`config.mk`:
```
export PLATFORM = sky130hd
export DESIGN_NAME = hazard_unit_md
export DESIGN_NICKNAME = d
export VERILOG_FILES = /design/src/rtl/hazard_unit_md.sv
export SDC_FILE = /design/constraint.sdc
export NUM_CORES = 1
export LEC_CHECK = 0
export CAP_MARGIN = 20
export CORE_MARGIN = 3
export CORE_UTILIZATION = 47
export DETAILED_ROUTE_END_ITERATION = 12
export PLACE_DENSITY = 0.81
export SLEW_MARGIN = 20
export SYNTH_ARGS = -nofsm -noshare
export SYNTH_HDL_FRONTEND = slang
export SYNTH_SLANG_ARGS = --single-unit
```
`constraint.sdc`:
```
create_clock -name clk -period 2.8 [get_ports clk]
set_clock_uncertainty 0.05 [all_clocks]
set_input_delay 0.56 -clock clk [delete_from_list [all_inputs] [get_ports clk]]
set_output_delay 0.56 -clock clk [all_outputs]
set_load 0.02 [all_outputs]
```
`src/rtl/hazard_unit_md.sv`:
```
// Hazard and forwarding controller for the F/D/E/M/W pipeline.
// Also tracks multiply/divide unit latency and counts stalled cycles.
module hazard_unit_md #(
   parameter int RA_W     = 5,
   parameter int T_W      = 2,
   parameter int MULT_CYC = 5,
   parameter int DIV_CYC  = 10,
   parameter int MDC_W    = 4,
   parameter int PCNT_W   = 32
) (
   input  logic              clk,
   input  logic              reset,
   input  logic [RA_W-1:0]   d_rs,
   input  logic [RA_W-1:0]   d_rt,
   input  logic [T_W-1:0]    d_tuse_rs,
   input  logic [T_W-1:0]    d_tuse_rt,
   input  logic              d_md_use,
   input  logic [RA_W-1:0]   e_dest,
   input  logic [RA_W-1:0]   m_dest,
   input  logic [RA_W-1:0]   w_dest,
   input  logic              e_we,
   input  logic              m_we,
   input  logic              w_we,
   input  logic [T_W-1:0]    e_tnew,
   input  logic [T_W-1:0]    m_tnew,
   input  logic              md_start,
   input  logic              md_is_div,
   output logic              stall,
   output logic [1:0]        fwd_rs_sel,
   output logic [1:0]        fwd_rt_sel,
   output logic              md_busy,
   output logic [PCNT_W-1:0] stall_cnt
);

   logic [MDC_W-1:0] md_cnt;
   logic rs_e_match, rs_m_match, rs_w_match;
   logic rt_e_match, rt_m_match, rt_w_match;
   logic rs_data_stall, rt_data_stall, md_stall;

   // Register $0 is hardwired, so a write to it never creates a dependency.
   assign rs_e_match = e_we && (e_dest == d_rs) && (e_dest != '0);
   assign rs_m_match = m_we && (m_dest == d_rs) && (m_dest != '0);
   assign rs_w_match = w_we && (w_dest == d_rs) && (w_dest != '0);
   assign rt_e_match = e_we && (e_dest == d_rt) && (e_dest != '0);
   assign rt_m_match = m_we && (m_dest == d_rt) && (m_dest != '0);
   assign rt_w_match = w_we && (w_dest == d_rt) && (w_dest != '0);

   assign rs_data_stall = (rs_e_match && (d_tuse_rs < e_tnew)) ||
                          (rs_m_match && (d_tuse_rs < m_tnew));
   assign rt_data_stall = (rt_e_match && (d_tuse_rt < e_tnew)) ||
                          (rt_m_match && (d_tuse_rt < m_tnew));
   assign md_stall      = d_md_use && (md_start || md_busy);
   assign stall         = rs_data_stall || rt_data_stall || md_stall;

   // An E match whose result is not ready yet shadows older M/W copies.
   always_comb begin
      fwd_rs_sel = 2'd0;
      if (rs_e_match) begin
         if (e_tnew == '0) fwd_rs_sel = 2'd1;
      end else if (rs_m_match && (m_tnew == '0)) begin
         fwd_rs_sel = 2'd2;
      end else if (rs_w_match) begin
         fwd_rs_sel = 2'd3;
      end
   end

   always_comb begin
      fwd_rt_sel = 2'd0;
      if (rt_e_match) begin
         if (e_tnew == '0) fwd_rt_sel = 2'd1;
      end else if (rt_m_match && (m_tnew == '0)) begin
         fwd_rt_sel = 2'd2;
      end else if (rt_w_match) begin
         fwd_rt_sel = 2'd3;
      end
   end

   // A new start reloads the latency rather than adding to what remains.
   always_ff @(posedge clk) begin
      if (reset) begin
         md_cnt <= '0;
      end else if (md_start) begin
         md_cnt <= md_is_div ? MDC_W'(DIV_CYC) : MDC_W'(MULT_CYC);
      end else if (md_cnt != '0) begin
         md_cnt <= md_cnt - MDC_W'(1);
      end
   end

   assign md_busy = (md_cnt != '0);

   always_ff @(posedge clk) begin
      if (reset) begin
         stall_cnt <= '0;
      end else if (stall && !(&stall_cnt)) begin
         stall_cnt <= stall_cnt + PCNT_W'(1);
      end
   end

endmodule

```
==> impl_metrics.xml <==
<?xml version="1.0" encoding="UTF-8"?>
<metrics>
  <group name="synth">
    <metric name="synthesis.instances" unit="">316</metric>
    <metric name="yosysUniqueCellTypes" unit="">45</metric>
    <metric name="ys_async_sr_fraction" unit="%">0</metric>
    <metric name="post_synth_main_area_contributors" unit="">dfxtp_1 29%, xnor2_1 8.8%, a21oi_1 7.1%, or3_1 6.1%, nand4_1 5.8%</metric>
    <metric name="synth.yosys.warnings" unit="">0</metric>
    <metric name="yosysSeqAreaShare" unit="%">29.1</metric>
    <metric name="synth_top_area_share" unit="%">29.1</metric>
    <metric name="synth_enable_flop_cells" unit="">0</metric>
    <metric name="post-synth-top-area-cell" unit="">dfxtp_1</metric>
    <metric name="yosys.cell_count.top_type" unit="">dfxtp_1</metric>
    <metric name="synth_area" unit="um2">2480</metric>
    <metric name="synth.avg_cell_area" unit="um2">7.84</metric>
    <metric name="synth_ff_type" unit="">dfxtp_1</metric>
    <metric name="synth_nets" unit="">364</metric>
    <metric name="ys_top_cells_by_count" unit="">36 x dfxtp_1, 35 x a21oi_1, 28 x o21ai_0, 25 x xnor2_1, 24 x or3_1</metric>
    <metric name="synth.ff_latch_count" unit="">36</metric>
  </group>
  <group name="power">
    <metric name="combPwrFrac" unit="%">25.1</metric>
    <metric name="power.clock.fraction" unit="%">36.6</metric>
    <metric name="ir_drop" unit="uV">354</metric>
    <metric name="power_density" unit="nW/um2">356</metric>
    <metric name="seq_power_share" unit="%">38.3</metric>
    <metric name="power_switching" unit="uW">372</metric>
    <metric name="leakagePower" unit="nW">1.44</metric>
    <metric name="cell_internal_pwr" unit="mW">1.01</metric>
    <metric name="fin_total_pwr" unit="mW">1.38</metric>
    <metric name="switching_share" unit="%">27.0</metric>
  </group>
  <group name="layout">
    <metric name="nNetsFinal" unit="">475</metric>
    <metric name="insertedDiodeCount" unit="">0</metric>
    <metric name="layout-area-overhead-vs-synth" unit="%">56.5</metric>
    <metric name="final_design_area_no_fill" unit="um2">3880</metric>
    <metric name="final_layout_size_suffix_gt1_share" unit="%">20.8</metric>
  </group>
  <group name="sta">
    <metric name="setup-violations-final" unit="">1</metric>
    <metric name="final.setup.worst_slack" unit="ps">-1.20</metric>
    <metric name="fmaxAchievable" unit="GHz">0.357</metric>
    <metric name="finalHoldViolations" unit="">0</metric>
    <metric name="final.hold.worst_slack" unit="ps">457</metric>
    <metric name="timing.slew.headroom" unit="%">44.8</metric>
    <metric name="worst_slew_pin_slew" unit="ps">821</metric>
    <metric name="timing.final.max_slew_violations" unit="">0</metric>
    <metric name="totalNegativeSetupSlack" unit="ps">-1.20</metric>
    <metric name="final_min_period_over_clock_period" unit="%">100</metric>
    <metric name="post-route-min-period" unit="ps">2800</metric>
    <metric name="rsz_0062_raised_after_global_routing" unit="">yes</metric>
  </group>
  <group name="placed_design">
    <metric name="port-buffer-count" unit="">78</metric>
    <metric name="finalWeightedCongestion" unit="">0.961</metric>
    <metric name="dp.final_hpwl" unit="um">5980</metric>
    <metric name="pre_cts_slack" unit="ps">-667</metric>
    <metric name="detailed_place.area" unit="um2">3570</metric>
  </group>
  <group name="floorplan">
    <metric name="start_util" unit="%">50.5</metric>
    <metric name="die_w" unit="um">78.6</metric>
    <metric name="placeableCoreArea" unit="um2">4910</metric>
    <metric name="die_area" unit="um2">6180</metric>
    <metric name="design.portCount" unit="">79</metric>
    <metric name="rows" unit="">25</metric>
    <metric name="die_h" unit="um">78.6</metric>
  </group>
  <group name="cts">
    <metric name="clock_tree.root_cell" unit="">clkbuf_8</metric>
    <metric name="cts.reportedPaths.clkPinSlew" unit="ps">80</metric>
    <metric name="tritoncts_clock_tree" unit="">yes</metric>
    <metric name="cts_hold_repair.buffers" unit="">0</metric>
    <metric name="numCtsBuffers" unit="">5</metric>
    <metric name="clk_path_buf_depth" unit="">2</metric>
    <metric name="cts_sinks" unit="">36</metric>
    <metric name="clk-insertion-delay-late" unit="ps">290</metric>
    <metric name="clock_tree.htree_level_count" unit="">2</metric>
  </group>
  <group name="worst_setup_path">
    <metric name="critical_path.cell_chain" unit="">clkdlybuf4s15_1 -&gt; or4_4 -&gt; o21ai_4 -&gt; nor4bb_4 -&gt; nor4_4 -&gt; inv_1 -&gt; buf_6</metric>
    <metric name="worst-path-buf-inv" unit="">3</metric>
    <metric name="critical_path_required" unit="ps">2190</metric>
    <metric name="setup.worst_path.class" unit="">in2out</metric>
    <metric name="timing.critical_path.fanout_max" unit="">3</metric>
    <metric name="setup.worst_path.end_class" unit="">primary output</metric>
    <metric name="dominant_delay_contributor_by_cell_family_on_the_critical_path" unit="">simple AND/OR/NAND/NOR gates</metric>
    <metric name="crit_slowest_cell" unit="">or4_4</metric>
    <metric name="timing.critical_path.slowest_cell_delay" unit="ps">550</metric>
    <metric name="arrival" unit="ps">2190</metric>
    <metric name="start_kind" unit="">primary input</metric>
  </group>
  <group name="detailed_routing">
    <metric name="detail_route.wirelength" unit="um">8600</metric>
    <metric name="drt_first_pass_iters" unit="">4</metric>
    <metric name="routed_via_density" unit="">5.96</metric>
    <metric name="drc" unit="">0</metric>
    <metric name="drt_iter0_drc" unit="">186</metric>
    <metric name="antenna_violating_nets_post_route" unit="">0</metric>
    <metric name="dr_total_vias" unit="">2951</metric>
    <metric name="routedWlPerCell" unit="um">17.4</metric>
  </group>
  <group name="grt">
    <metric name="wire_length_of_the_first_global_routing_pass" unit="um">13500</metric>
    <metric name="global_route.overflow_total" unit="">0</metric>
    <metric name="grt_use_total" unit="%">27.3</metric>
    <metric name="first_global_vias" unit="">2820</metric>
    <metric name="number_of_antenna_violations_at_the_first_check_in_global_routing" unit="">0</metric>
    <metric name="grt_start_max_net_pins" unit="">51</metric>
  </group>
  <group name="run_status">
    <metric name="failed_checks" unit="">negative setup slack</metric>
    <metric name="status" unit="">finished with violations</metric>
  </group>
  <group name="job">
    <metric name="drv_cap" unit="">0</metric>
  </group>
  <group name="hold_path">
    <metric name="hold_class" unit="">reg2reg</metric>
  </group>
</metrics>
==> layer usage <==
metal / vias up / GRT usage, % / wire length [um]
met5: - / 0 / 0
met4: 0 / 9.09 / 237
met3: 24 / 4.59 / 433
met2: 109 / 47.5 / 4470
met1: 1409 / 33.8 / 3460
li1: 1409 / - / -
==> state kept, by name (all words and copies together) (netlist names) <==
signal,flops
stall_cnt,32
md_cnt,4
==> final cells by class <==
| type | count | area [um2] |
|---|---|---|
| Multi-Input combinational cell | 257 | 1840 |
| Timing Repair Buffer | 121 | 1090 |
| Fill cell | 367 | 1030 |
| Sequential cell | 36 | 721 |
| Clock buffer | 7 | 96.3 |
| Tap cell | 67 | 83.8 |
| Clock inverter | 1 | 30.0 |
| Inverter | 6 | 22.5 |
==> worst paths after layout <==
| kind | startpoint | to | slack, ps | depth (start not counted) |
|---|---|---|---|---|
| min reg2reg | stall_cnt[15] | stall_cnt[15] | 460 | 2 |
| min | stall_cnt[15] | stall_cnt[15] | 460 | 2 |
| max reg2reg | md_cnt[0] | stall_cnt[7] | 190 | 10 |
| max | m_dest[3] | stall | -1 | 7 |
==> cell usage in the layout (no fill, tap or decap), types with 4 or more instances in the layout <==
master and instances:
clkdlybuf4s50_1 44, nand2b_1 5, xnor2_1 23, clkdlybuf4s15_2 4
dlygate4sd2_1 18, or3_1 24, o31ai_1 4, or4_1 5
or4_4 5, nand3_1 14, and3_1 6, nor2_1 10
xor2_1 8, clkbuf_8 7, inv_1 6, a21oi_1 34
nor3_1 5, o21ai_0 26, nand2_1 11, ha_1 7
dfxtp_1 36, clkdlybuf4s15_1 5, nand4_1 23, and4_1 5
nor2b_1 4, buf_6 5, buf_4 42
==> cells by family (layout without fill, tap and decap cells) <==
family          after synthesis  after routing  synth area share, %
compound gates               77             77                 17.1
xor+xnor                     33             33                 11.7
fa+ha+maj                     7              7                 3.53
buf+inv                      23            135                 4.04
flops                        36             36                 29.1
mux                           2              2                0.909
simple gates                138            138                 33.7
==> power groups by stage <==
stage | clock network (mW) | logic (mW) | registers, mW
5_1_grt | 0.539 | 0.375 | 0.531
3_3_place_gp | 0 | 0.312 | 0.541
4_1_cts | 0.506 | 0.335 | 0.529
3_5_place_dp | 0 | 0.320 | 0.541
6_report | 0.505 | 0.347 | 0.529
2_1_floorplan | 0 | 0.150 | 0.544
==> per-stage QoR <==
| stage | util [%] | instances |
|---|---|---|
| finish | 79.0 | 495 |
| global route | 79.0 | 495 |
| CTS | 78.1 | 495 |
| detailed placement | 72.8 | 485 |
| global placement | 72.8 | 485 |
| floorplan | - | 316 |
==> worst register-to-register path: stages (launching register included) <==
cell and delay [ps]:
dfxtp_1 310, inv_1 80, ha_1 140, or3b_1 370, o21ai_1 140, buf_4 150
o41ai_4 80, nor4_4 250, buf_4 450, nor3_2 120, mux2_1 360
==> timing repair <==
action,CTS,global route
resized for setup,97,13
pin swaps,14,8
setup buffers,4,1
endpoints found under the setup margin,36,16
Power figures use the tool's default switching activity.
